[src/rtl/fifo_pkg.sv]
`default_nettype none
// ============================================================================
// Module      : fifo_pkg
// Description : Shared defaults, index-width helper and entry-index type for
//               the register-array FIFO read-side logic.
// Revision    : 1.0 - initial release
// ============================================================================
package fifo_pkg;

    localparam int c_DEPTH_DEFAULT = 4;
    localparam int c_WIDTH_DEFAULT = 8;

    // Smallest index width that addresses depth entries (never below 1 bit).
    function automatic int calc_aw(input int depth);
        int w;
        w = 1;
        for (int i = 1; i < 31; i++) begin
            if ((1 << i) < depth) begin
                w = i + 1;
            end
        end
        return w;
    endfunction

    localparam int c_AW_DEFAULT = calc_aw(c_DEPTH_DEFAULT);

    typedef logic [c_AW_DEFAULT-1:0] entry_idx_t;

endpackage : fifo_pkg
`default_nettype wire

[src/rtl/onehot_enc.sv]
`default_nettype none
// ============================================================================
// Module      : onehot_enc
// Description : Lowest-set-bit priority encoder; inverse of the entry-select
//               decoder. o_none flags an all-zero input.
// Revision    : 1.0 - initial release
// ============================================================================
module onehot_enc
    import fifo_pkg::*;
#(
    parameter int N  = c_DEPTH_DEFAULT,
    parameter int AW = calc_aw(N)
) (
    input  logic [N-1:0]  i_vec,
    output logic [AW-1:0] o_idx,
    output logic          o_none
);

    // Scan from the top down so the lowest set bit is the last to win.
    always_comb begin
        o_idx  = '0;
        o_none = 1'b1;
        for (int i = N - 1; i >= 0; i--) begin
            if (i_vec[i]) begin
                o_idx  = AW'(i);
                o_none = 1'b0;
            end
        end
    end

endmodule : onehot_enc
`default_nettype wire

[src/rtl/fifo_rd_ctrl.sv]
`default_nettype none
// ============================================================================
// Module      : fifo_rd_ctrl
// Description : FIFO read-side controller: encodes one-hot write strobes,
//               tracks entry occupancy and drains entries in pointer order
//               through a registered valid/ready port.
//               Optional macro FIFO_RD_ONEHOT_CHECK_EN adds a sticky err flag.
// Revision    : 1.0 - initial release
// ============================================================================
module fifo_rd_ctrl
    import fifo_pkg::*;
#(
    parameter int DEPTH = c_DEPTH_DEFAULT,
    parameter int WIDTH = c_WIDTH_DEFAULT,
    parameter int AW    = calc_aw(DEPTH)
) (
    input  logic                   clk,
    input  logic                   rst_n,
    input  logic [DEPTH-1:0]       wr_sel,
    input  logic [DEPTH*WIDTH-1:0] entries,
    output logic                   rd_valid,
    input  logic                   rd_ready,
    output logic [WIDTH-1:0]       rd_data,
    output logic [DEPTH-1:0]       occ,
    output logic                   full,
    output logic                   empty,
    output logic [AW-1:0]          wr_idx,
    output logic                   err
);

    logic [DEPTH-1:0] r_occ;
    logic [AW-1:0]    r_rd_ptr;
    logic [AW-1:0]    r_wr_idx;
    logic             r_rd_valid;
    logic [WIDTH-1:0] r_rd_data;

    logic [AW-1:0]    w_enc_idx;
    logic             w_enc_none;
    logic             w_wr_accept;
    logic             w_load;
    logic [DEPTH-1:0] w_set;
    logic [DEPTH-1:0] w_clr;
    logic [AW-1:0]    w_rd_ptr_nxt;

    onehot_enc #(
        .N  (DEPTH),
        .AW (AW)
    ) u_enc (
        .i_vec  (wr_sel),
        .o_idx  (w_enc_idx),
        .o_none (w_enc_none)
    );

    // A write aimed at an entry whose flag is still set is dropped, including
    // the entry being loaded this very edge.
    assign w_wr_accept  = !w_enc_none && !r_occ[w_enc_idx];
    assign w_load       = (!r_rd_valid || rd_ready) && r_occ[r_rd_ptr];
    assign w_set        = w_wr_accept ? (DEPTH'(1) << w_enc_idx) : '0;
    assign w_clr        = w_load ? (DEPTH'(1) << r_rd_ptr) : '0;
    assign w_rd_ptr_nxt = (r_rd_ptr == AW'(DEPTH - 1)) ? '0 : r_rd_ptr + AW'(1);

    always_ff @(posedge clk or negedge rst_n) begin
        if (!rst_n) begin
            r_occ      <= '0;
            r_rd_ptr   <= '0;
            r_wr_idx   <= '0;
            r_rd_valid <= 1'b0;
            r_rd_data  <= '0;
        end else begin
            r_occ <= (r_occ & ~w_clr) | w_set;
            if (w_wr_accept) begin
                r_wr_idx <= w_enc_idx;
            end
            if (w_load) begin
                r_rd_data  <= entries[r_rd_ptr*WIDTH +: WIDTH];
                r_rd_valid <= 1'b1;
                r_rd_ptr   <= w_rd_ptr_nxt;
            end else if (r_rd_valid && rd_ready) begin
                r_rd_valid <= 1'b0;
            end
        end
    end

    assign occ      = r_occ;
    assign rd_valid = r_rd_valid;
    assign rd_data  = r_rd_data;
    assign wr_idx   = r_wr_idx;
    assign full     = &r_occ;
    assign empty    = (r_occ == '0) && !r_rd_valid;

`ifdef FIFO_RD_ONEHOT_CHECK_EN
    logic r_err;
    logic w_multi;
    logic w_drop;

    // x & (x-1) is non-zero exactly when more than one bit is set.
    assign w_multi = |(wr_sel & (wr_sel - DEPTH'(1)));
    assign w_drop  = !w_enc_none && r_occ[w_enc_idx];

    always_ff @(posedge clk or negedge rst_n) begin
        if (!rst_n) begin
            r_err <= 1'b0;
        end else begin
            r_err <= r_err | w_multi | w_drop;
        end
    end

    assign err = r_err;
`else
    assign err = 1'b0;
`endif

endmodule : fifo_rd_ctrl
`default_nettype wire

[config.mk]
export PLATFORM = sky130hd
export DESIGN_NAME = fifo_rd_ctrl
export DESIGN_NICKNAME = d
export VERILOG_FILES = /design/src/rtl/fifo_pkg.sv /design/src/rtl/onehot_enc.sv /design/src/rtl/fifo_rd_ctrl.sv
export SDC_FILE = /design/constraint.sdc
export NUM_CORES = 1
export LEC_CHECK = 0
export CORE_MARGIN = 5
export CORE_UTILIZATION = 38
export DETAILED_ROUTE_END_ITERATION = 8
export PLACE_DENSITY = 0.8
export SLEW_MARGIN = 25
export SYNTH_ARGS = -nofsm -noshare
export SYNTH_HDL_FRONTEND = slang
export SYNTH_SLANG_ARGS = --single-unit
[constraint.sdc]
create_clock -name clk -period 1.75 [get_ports clk]
set_input_delay 0.4375 -clock clk [delete_from_list [all_inputs] [get_ports clk]]
set_output_delay 0.4375 -clock clk [all_outputs]
set_load 0.01 [all_outputs]
==> impl_results.md <==
- Fin cells: 182
- Hold_buf cts: 0
- Hold WS: 0.4590 ns
- Post-synthesis sequential area ratio: 42.45%
- Vias: 938
- Lkg Pwr: 0.7676 nW
- Initial antenna violation count: 0
- CTS clk-pin slew, worst paths: 0.10 ns
- Die area: 0.003764 mm2
- Placed Area: 0.001688 mm2
- Worst VDD drop: 0.0009720 V
- RSZ-0062 raised after global routing: true
- Failing checks: negative setup slack
- Asr flop ratio synth: 100.0%
- Final setup vio count: 1
- Synthesis Warnings: 0
- Synthesized cell area: 0.001002 mm2
- First-pass GRT wire length: 4.457 mm
- Min Tclk post-route: 1.849 ns
- Vias per cell: 5.154
- Core Util, Final: 70.52%
- Initial Utilization: 40.09%
- Mean post-synth cell area: 12.69 um2
- Class of the worst hold path: primary input to async pin
- ANT cells: 0
- Syn_nets: 122
- Status: complete, but fails checks
- Core area: 0.002500 mm2
- CP Class: register to primary output
- Hold Fails Final Rpt: 0
- Vias in the first global route: 1085
- Port buffer count: 55
- Worst-skew pair later-pin latency: 0.29 ns
- Die Span Y: 61.36 um
- Filler cells: 190
- Synth unique cells: 24
- CTS tree: built
- Total track usage: 16.32%
- Max-Cap Viols: 0
- Drt total wl: 2.796 mm
- Avg WL per Cell: 15.36 um
- Die Wd: 61.36 um
- Final Cycle Share: 105.7%
- Htree depth: 1
- Worst-path maximum fanout: 2
- Routability cong.: 0.8452
- HPWL after DPL: 2.216 mm
- Initial drt markers: 30
- Fmax: 540.8 MHz
- Skew final: 0.001808 ns
- Worst setup EP type: primary output
- Synth Register Bits: 17
- Root Buffer: clkbuf_4
- NumNets Final: 196
- Slew Viols, Final: 0
- Clk buf depth: 2
- Area of the multi-input gates: 589.3 um2
- Num CTS Buffers: 3
- Main synth FF type: dfrtp_1
- Crit start category: register
- Final WS setup: -0.09900 ns
- Post-synth EDFFs: 0
- Critical Path AT: 1.41 ns
- Residual DRC: 0
- Area Overhead vs Synth: 75.91%
- CTS sink cnt: 17
- PwrDens: 1529 mW/mm2
- Rows: 18
- Placed insts: 177
- Layout cells sized above 1: 27.63%
- Synth Instances: 79
- Gr ovfl total: 0
- I/O pin cnt: 57
- Seq. cell area: 425.4 um2
- Final Instance Area: 0.001763 mm2
- Antenna-violating nets left: 0
- Drt pass-1 iters: 2
- Largest net degree at the start of global routing: 18
- Req. time, crit path: 1.31 ns
==> report_power, final <==
group          total (mW)  switching [mW]  internal (mW)
Sequential          0.701           0.114          0.586
Combinational        1.79           0.739           1.05
Clock               0.206           0.122         0.0850
==> path summary, 6_finish.rpt <==
check	startpoint	endpoint	slack, ns	cells after the start
max in group asynchronous	rst_n	wr_idx[1]$_DFFE_PN0P_	1.11	2
setup reg to reg	occ[2]$_DFF_PN0_	rd_data[7]$_DFFE_PN0P_	0.04	4
hold reg to reg	wr_idx[1]$_DFFE_PN0P_	wr_idx[1]$_DFFE_PN0P_	0.52	1
setup / recovery	occ[0]$_DFF_PN0_	empty	-0.1	3
hold / removal	rst_n	rd_data[7]$_DFFE_PN0P_	0.46	2
min in group clk	wr_idx[1]$_DFFE_PN0P_	wr_idx[1]$_DFFE_PN0P_	0.52	1
==> routing by layer <==
metal	GRT usage (%)	routed length, um	vias up
li1	-	-	442
met1	15.82	973	445
met5	0	0	-
met2	32.02	1447	47
met4	4.545	28	0
met3	5.870	347	4
==> critical path: stages (launching register included) <==
cell     delay (ns)
dfrtp_1        0.38
or4_1          0.52
nor2_1         0.09
buf_2          0.13
==> placed cells by master (no fill, tap or decap), types with 2 or more instances in the layout <==
cell             instances
mux2_4                   8
a31oi_1                  3
inv_1                    3
a21oi_1                  2
nand3_1                  3
mux4_2                   9
nor2_1                   6
buf_4                   15
ha_1                     4
nand2b_1                 3
nand2_1                  2
clkbuf_4                 3
o21ai_0                  3
clkdlybuf4s50_1         49
dlygate4sd2_1            3
dfrtp_1                 17
nor2b_1                  2
==> timing repair <==
action | CTS | global route
setup buffers | 1 | 0
cloned | 0 | 1
resized for setup | 13 | 8
setup endpoints to repair | 6 | 14
pin swaps | 0 | 2
==> synth_stat cells (2+ instances only) <==
cell | count | area (um2)
dfrtp_1 | 17 | 425.4
mux2_2 | 9 | 101.4
mux4_2 | 9 | 202.7
nor2_1 | 6 | 22.52
ha_1 | 4 | 50.05
a31oi_1 | 3 | 18.77
buf_4 | 3 | 22.52
inv_1 | 3 | 11.26
nand2b_1 | 3 | 18.77
nand3_1 | 3 | 15.01
o21ai_0 | 3 | 15.01
a21oi_1 | 2 | 10.01
nand2_1 | 2 | 7.510
nor2b_1 | 2 | 12.51
==> cell families (layout without fill, tap and decap cells) <==
family / Yosys count / after routing / synth area share, %
other: 1 / 1 / 0.3742
adder cells (fa/ha/maj): 4 / 4 / 4.994
buffers and inverters: 7 / 79 / 3.745
AND/OR/NAND/NOR: 21 / 22 / 11.49
multiplexers: 18 / 18 / 30.34
AO/OA/AOI/OAI: 11 / 11 / 6.616
flip-flops: 17 / 17 / 42.45
==> area by class of cell <==
type	count	area share (%)
Timing Repair Buffer	71	37.90
Multi-Input combinational cell	56	33.43
Sequential cell	17	24.13
Tap cell	30	2.129
Clock buffer	3	1.278
Inverter	4	0.8517
Clock inverter	1	0.2839
==> state kept, by name, indices dropped and copies added (netlist names) <==
name	cells
rd_data	8
r_rd_ptr	2
wr_idx	2
occ	4
rd_valid	1
==> per-stage QoR <==
stage	total power [mW]	worst slack (ns)	setup TNS, ns
2_1_floorplan	1.565	0.1834	0
3_3_place_gp	2.266	-0.1692	-0.3851
3_5_place_dp	2.331	-0.1920	-0.5015
4_1_cts	2.609	-0.1064	-0.5009
5_1_grt	2.881	-0.1591	-0.1591
6_report	2.696	-0.09900	-0.09900
No activity file was read; power rests on OpenSTA's default activity.
